===== src/rtl/pingpong_pkg.sv =====
// ============================================================================
// Module : pingpong_pkg
// Brief  : Bank-state encoding, default sizes and helpers for the ping-pong buffer.
// Rev    : 1.0 - initial release
// ============================================================================
`default_nettype none

package pingpong_pkg;

  localparam int DEF_DATA_WIDTH = 8;
  localparam int DEF_DEPTH      = 10;

  typedef enum logic [1:0] {
    EMPTY    = 2'd0,
    FILLING  = 2'd1,
    FULL     = 2'd2,
    DRAINING = 2'd3
  } bank_state_t;

  function automatic int idx_width(input int depth);
    return (depth > 1) ? $clog2(depth) : 1;
  endfunction

  // Writes and reads never target the same bank in one cycle, so at most one
  // of wr/rd is meaningful for a given state.
  function automatic bank_state_t bank_next(input bank_state_t state,
                                            input logic wr, input logic wr_last,
                                            input logic rd, input logic rd_last);
    bank_state_t nxt;
    nxt = state;
    case (state)
      EMPTY:    if (wr) nxt = wr_last ? FULL : FILLING;
      FILLING:  if (wr && wr_last) nxt = FULL;
      FULL:     if (rd) nxt = rd_last ? EMPTY : DRAINING;
      DRAINING: if (rd && rd_last) nxt = EMPTY;
      default:  nxt = EMPTY;
    endcase
    return nxt;
  endfunction

endpackage

`default_nettype wire


===== src/rtl/pp_bank.sv =====
// ============================================================================
// Module : pp_bank
// Brief  : DEPTH x DATA_WIDTH register bank, synchronous write, async read.
// Rev    : 1.0 - initial release
// ============================================================================
`default_nettype none

module pp_bank #(
  parameter int DATA_WIDTH = 8,
  parameter int DEPTH      = 10,
  parameter int IDX_W      = 4
) (
  input  logic                  clk,
  input  logic                  rst_n,
  input  logic                  wr_en,
  input  logic [IDX_W-1:0]      wr_idx,
  input  logic [DATA_WIDTH-1:0] wr_data,
  input  logic [IDX_W-1:0]      rd_idx,
  output logic [DATA_WIDTH-1:0] rd_data
);

  logic [DATA_WIDTH-1:0] r_mem [DEPTH];

  always_ff @(posedge clk or negedge rst_n) begin
    if (!rst_n) begin
      for (int i = 0; i < DEPTH; i++) r_mem[i] <= '0;
    end else if (wr_en) begin
      r_mem[wr_idx] <= wr_data;
    end
  end

  assign rd_data = r_mem[rd_idx];

endmodule

`default_nettype wire


===== src/rtl/operand_pingpong_buf.sv =====
// ============================================================================
// Module : operand_pingpong_buf
// Brief  : Two-bank row buffer; one bank fills while the other drains to the mux.
//          Optional macro PPBUF_STALL_CNT_EN adds a saturating write-stall counter.
// Rev    : 1.0 - initial release
// ============================================================================
`default_nettype none

module operand_pingpong_buf
  import pingpong_pkg::*;
#(
  parameter int DATA_WIDTH = DEF_DATA_WIDTH,
  parameter int DEPTH      = DEF_DEPTH
) (
  input  logic                  clk,
  input  logic                  rst_n,
  input  logic                  in_valid,
  output logic                  in_ready,
  input  logic [DATA_WIDTH-1:0] in_data,
  output logic                  out_valid,
  input  logic                  out_ready,
  output logic [DATA_WIDTH-1:0] out_data_a,
  output logic [DATA_WIDTH-1:0] out_data_b,
  output logic                  out_sel,
  output logic                  out_last
`ifdef PPBUF_STALL_CNT_EN
  ,
  output logic [15:0]           stall_cnt
`endif
);

  localparam int               IDX_W    = idx_width(DEPTH);
  localparam logic [IDX_W-1:0] LAST_IDX = IDX_W'(DEPTH - 1);

  bank_state_t           r_state     [2];
  bank_state_t           w_state_nxt [2];
  logic                  r_wr_bank;
  logic                  r_rd_bank;
  logic [IDX_W-1:0]      r_wr_idx;
  logic [IDX_W-1:0]      r_rd_idx;
  logic                  w_wr_fire;
  logic                  w_rd_fire;
  logic                  w_wr_last;
  logic                  w_rd_last;
  logic [DATA_WIDTH-1:0] w_rd_data [2];

  assign in_ready  = (r_state[r_wr_bank] == EMPTY) || (r_state[r_wr_bank] == FILLING);
  assign out_valid = (r_state[r_rd_bank] == FULL)  || (r_state[r_rd_bank] == DRAINING);
  assign w_wr_fire = in_valid && in_ready;
  assign w_rd_fire = out_valid && out_ready;
  assign w_wr_last = (r_wr_idx == LAST_IDX);
  assign w_rd_last = (r_rd_idx == LAST_IDX);

  assign out_sel    = r_rd_bank;
  assign out_last   = out_valid && w_rd_last;
  assign out_data_a = w_rd_data[0];
  assign out_data_b = w_rd_data[1];

  always_comb begin
    for (int b = 0; b < 2; b++) begin
      w_state_nxt[b] = bank_next(r_state[b],
                                 w_wr_fire && (r_wr_bank == 1'(b)), w_wr_last,
                                 w_rd_fire && (r_rd_bank == 1'(b)), w_rd_last);
    end
  end

  // Write and read sides advance independently, so a row completing on one
  // bank and a row emptying on the other in the same cycle both take effect.
  always_ff @(posedge clk or negedge rst_n) begin
    if (!rst_n) begin
      r_state[0] <= EMPTY;
      r_state[1] <= EMPTY;
      r_wr_bank  <= 1'b0;
      r_rd_bank  <= 1'b0;
      r_wr_idx   <= '0;
      r_rd_idx   <= '0;
    end else begin
      r_state <= w_state_nxt;
      if (w_wr_fire) begin
        if (w_wr_last) begin
          r_wr_idx  <= '0;
          r_wr_bank <= ~r_wr_bank;
        end else begin
          r_wr_idx  <= r_wr_idx + 1'b1;
        end
      end
      if (w_rd_fire) begin
        if (w_rd_last) begin
          r_rd_idx  <= '0;
          r_rd_bank <= ~r_rd_bank;
        end else begin
          r_rd_idx  <= r_rd_idx + 1'b1;
        end
      end
    end
  end

  for (genvar g = 0; g < 2; g++) begin : g_bank
    pp_bank #(
      .DATA_WIDTH (DATA_WIDTH),
      .DEPTH      (DEPTH),
      .IDX_W      (IDX_W)
    ) u_bank (
      .clk     (clk),
      .rst_n   (rst_n),
      .wr_en   (w_wr_fire && (r_wr_bank == 1'(g))),
      .wr_idx  (r_wr_idx),
      .wr_data (in_data),
      .rd_idx  (r_rd_idx),
      .rd_data (w_rd_data[g])
    );
  end

`ifdef PPBUF_STALL_CNT_EN
  logic [15:0] r_stall_cnt;

  always_ff @(posedge clk or negedge rst_n) begin
    if (!rst_n) begin
      r_stall_cnt <= '0;
    end else if (in_valid && !in_ready && (r_stall_cnt != 16'hFFFF)) begin
      r_stall_cnt <= r_stall_cnt + 16'd1;
    end
  end

  assign stall_cnt = r_stall_cnt;
`endif

endmodule

`default_nettype wire

===== config.mk =====
export PLATFORM = sky130hd
export DESIGN_NAME = operand_pingpong_buf
export DESIGN_NICKNAME = d
export VERILOG_FILES = /design/src/rtl/pingpong_pkg.sv /design/src/rtl/pp_bank.sv /design/src/rtl/operand_pingpong_buf.sv
export SDC_FILE = /design/constraint.sdc
export NUM_CORES = 1
export LEC_CHECK = 0
export BUFFER_PORTS_ARGS = -buffer_cell sky130_fd_sc_hd__buf_4
export CAP_MARGIN = 10
export CORE_ASPECT_RATIO = 0.6
export CORE_MARGIN = 2
export CORE_UTILIZATION = 25
export DETAILED_ROUTE_END_ITERATION = 8
export SYNTH_ARGS = -nofsm -noshare
export SYNTH_HDL_FRONTEND = slang
export SYNTH_HIERARCHICAL = 1
export SYNTH_SLANG_ARGS = --single-unit

===== constraint.sdc =====
create_clock -name clk -period 1.9 [get_ports clk]
set_input_delay 0.19 -clock clk [delete_from_list [all_inputs] [get_ports clk]]
set_output_delay 0.19 -clock clk [all_outputs]
set_load 0.03 [all_outputs]

==> run metrics <==
remaining antenna violation count after routing 0; drt wl/cell about 18 microns; max_cap viols 0; multi-input logic area 0.00385 sq mm; YS warnings 6; Finish-stage setup viols 17; clock sinks about 170; routing usage on met1 19.2%; gr busiest metal met1; vias in the first global route 5,104; FMAX 430 MHz; Post-Syn Nets 583; Fillers 3,187; Clk Latency, worst-skew pair 450 ps; Clk pwr share between 20% and 30%; Post-Synth Simple-Gate Area 7.14%; largest net degree at the start of global routing 62; Bufs on Longest Clock Path 2; Comb pwr share about two fifths; post-synthesis sequential area ratio a little over half; P_int 9360 uW; GRT met3 Usage 3.23%; grt met2 use 15.3%; Req. time, crit path 1710 ps; WS Path Type reg2out; Max Slew Vio Count 0; post-synth cell types 45; crit-path max cell delay 510 ps; CTS Root Cell clkbuf_16; relative slew slack between 60% and 70%; gpl congestion 0.745; P&R area growth vs syn 25.8%; final worst slack -426 ps; Starting Density 25.3%; startpoint type of the worst setup path flip-flop; Adder-Cell Fraction of Synth Area 0%; post-route insts no fill 1,083; die height 144 microns; Crit-path slowest cell mux4_2; TritonCTS clock tree yes; CTS Buf Count 17; DR iter-0 viols 332; Final #Nets between 600 and 700; clk slew on worst S/H paths 70 ps; Hold WC Path Type in2reg; register area 0.00431 sq mm; Post-Place Worst Slack -13.4 ps; global-route usage over all layers 12.1%; maximum vdd ir drop 0.939 mV; H-Tree Depth 4; power per cell area 1420 mW/mm^2; status finished with violations; Ports 32; Tmin final 2330 ps; RSZ-0062 raised after global routing yes; FF+latch count, synth 172; first-pass GRT wire length 30.8 mm; grt ovf 0; Worst-Margin Slew 500 ps; Hold Violations, Final 0; mux contribution to synthesized area between 30% and 40%; initial antenna violation count 0; largest family of logic cells by synthesized area multiplexers; worst clock skew between 15 and 20 ps; HPWL after DPL roughly 14 mm; switching pwr 5220 uW; Post-Route WL 19.2 mm; Bufs and invs on worst path 2; core box area about 0.032 sq mm; DIE WIDTH 237 microns; failing checks setup timing; drt drc 0; TritonRoute pass-1 iters 4; via/cell ratio about 4.6; crit share post-route 122%; Synth Area in Compound Gates 5.46%; Setup crit end kind output pin; synthesized area per cell 14.3 sq um; crit path cell chain buf_12 -> mux4_2 -> o22ai_1 -> o32ai_2 -> buf_4; sequential share of power 34.7%; Worst EP arrival ~2100 ps; XOR/XNOR share of the synthesized area less than 1%; via count 4,987; Gate Count Post-Synth 571; synthesized cell area between 0.008 and 0.009 sq mm; Ant. Diodes 0; layout cells sized above 1 57.2%; IO Port Bufs 31; worst-path fanout max 11; die area 0.0342 sq mm; # rows just over 50; Post-Place Cells 1,051; LEAKAGE 0.00469 uW; CP top delay family multiplexers; Switching Share 35.8%
metrics by stage:
stage          power (uW)  utilization (%)  instance area, sq um  setup TNS [ps]  hold WS, ps
2_1_floorplan        8870                -                  8300               0         -106
3_3_place_gp        10900             29.6                  9570           -41.1          109
3_5_place_dp        11000             29.6                  9570            -123          102
4_1_cts             14600             31.6                 10200           -7030         64.9
5_1_grt             15400             31.8                 10300           -7530         90.5
6_report            14600             31.8                 10300           -5780         95.0
final cells by class:
type / instances / share of cell area [%]
inverters: 4 / 0.146
well taps: 424 / 5.16
flip-flops and latches: 172 / 41.9
repair buffers: 97 / 9.60
clock buffers: 18 / 4.18
clock inverters: 14 / 1.45
multi-input cells: 354 / 37.5
synthesized netlist by cell type:
cell / count / area share (%)
mux2_2: 176 / 24
dfrtp_1: 172 / 53
nor2b_1: 20 / 1.5
buf_1: 19 / 0.87
a211oi_1: 16 / 1.5
mux2i_1: 16 / 2.0
mux4_2: 16 / 4.4
o22ai_1: 16 / 1.2
o32ai_1: 16 / 1.7
nand2_1: 10 / 0.46
nor2_1: 7 / 0.32
buf_2: 6 / 0.37
buf_6: 6 / 0.83
clkbuf_1: 6 / 0.28
nand2b_1: 6 / 0.46
nand3_1: 5 / 0.31
buf_4: 4 / 0.37
inv_1: 4 / 0.18
nor2_2: 4 / 0.31
xnor2_1: 4 / 0.43
mux2_4: 3 / 0.55
a22o_1: 2 / 0.21
a31oi_1: 2 / 0.15
a41o_1: 2 / 0.25
and2_1: 2 / 0.15
and4bb_2: 2 / 0.31
nand3b_1: 2 / 0.18
nand3b_4: 2 / 0.49
nand4_1: 2 / 0.15
nor3_2: 2 / 0.25
nor3_4: 2 / 0.40
nor3b_1: 2 / 0.18
nor3b_4: 2 / 0.46
nor4_4: 2 / 0.52
o2111ai_1: 2 / 0.21
or3_1: 2 / 0.15
a21oi_1: 1 / 0.061
and2_2: 1 / 0.092
and2b_1: 1 / 0.092
and3_2: 1 / 0.092
and3b_1: 1 / 0.11
and3b_2: 1 / 0.12
mux2i_2: 1 / 0.17
o21ai_0: 1 / 0.061
o21bai_1: 1 / 0.092
worst paths after layout:
check / from / to / slack (ps) / cells past startpoint
min in group asynchronous: rst_n / g_bank[1].u_bank/r_mem[47] / 210 / 2
worst min register to register: g_bank[0].u_bank/r_mem[27] / g_bank[0].u_bank/r_mem[27] / 500 / 1
worst max register to register: r_wr_bank / g_bank[0].u_bank/r_mem[26] / 20 / 7
worst max-delay path: r_rd_idx[0] / out_data_a[6] / -430 / 5
worst min-delay path: out_ready / r_rd_idx[2] / 100 / 3
max in group asynchronous: rst_n / g_bank[0].u_bank/r_mem[22] / 1040 / 3
logic make-up (layout without fill, tap and decap cells):
group / after synthesis / in the layout
mux: 212 / 212
flops: 172 / 172
simple gates: 79 / 79
compound gates: 59 / 59
buf+inv: 45 / 133
xor+xnor: 4 / 4
what timing repair did:
item,CTS,global route
pin swaps,2,4
buffers inserted,0,0
endpoints found under the hold margin,74,0
endpoints found under the setup margin,37,46
resized for setup,11,16
hold buffers,1,0
worst reg2reg max path, stage by stage, from the launching register on:
cell and delay, ps:
dfrtp_1 390, nor2b_1 170, and2_4 200, buf_4 120, nand2_1 90, nor3_2 240, buf_6 200, mux2_2 350
layer usage:
layer | wire (microns) | vias up
met3 | 688 | 6
li1 | - | 2302
met1 | 11000 | 2617
met2 | 7490 | 62
met5 | 0 | -
met4 | 93 | 0
flip-flops by register name (all words and copies together), names as in the netlist:
register             cells
g_bank.u_bank/r_mem    160
r_rd_idx                 4
r_wr_idx                 4
r_state                  2
out_sel                  1
r_wr_bank                1
placed cells by master, fill, tap and decap left out, types with 3 or more instances in the layout:
master,instances
mux2_2,176
dfrtp_1,170
buf_4,70
nor2b_1,20
buf_12,18
clkbuf_16,17
a211oi_1,16
mux4_2,16
mux2i_1,16
o32ai_2,15
o22ai_2,12
nand2_1,9
buf_6,8
nor2_1,7
nand3_1,5
nand2b_1,5
inv_1,4
xnor2_1,4
clkinvlp_4,4
inv_8,4
nor2_2,4
mux2_4,3
inv_6,3
o22ai_1,3
power by group through the flow:
stage / logic, uW / clock network, uW / registers [uW]
final: 6080 / 3450 / 5050
after global routing: 6520 / 3750 / 5180
after CTS: 5960 / 3560 / 5060
after detailed placement: 5860 / 0 / 5120
after global placement: 5790 / 0 / 5120
after floorplan: 3900 / 0 / 4970
No activity file was read; power rests on OpenSTA's default activity.
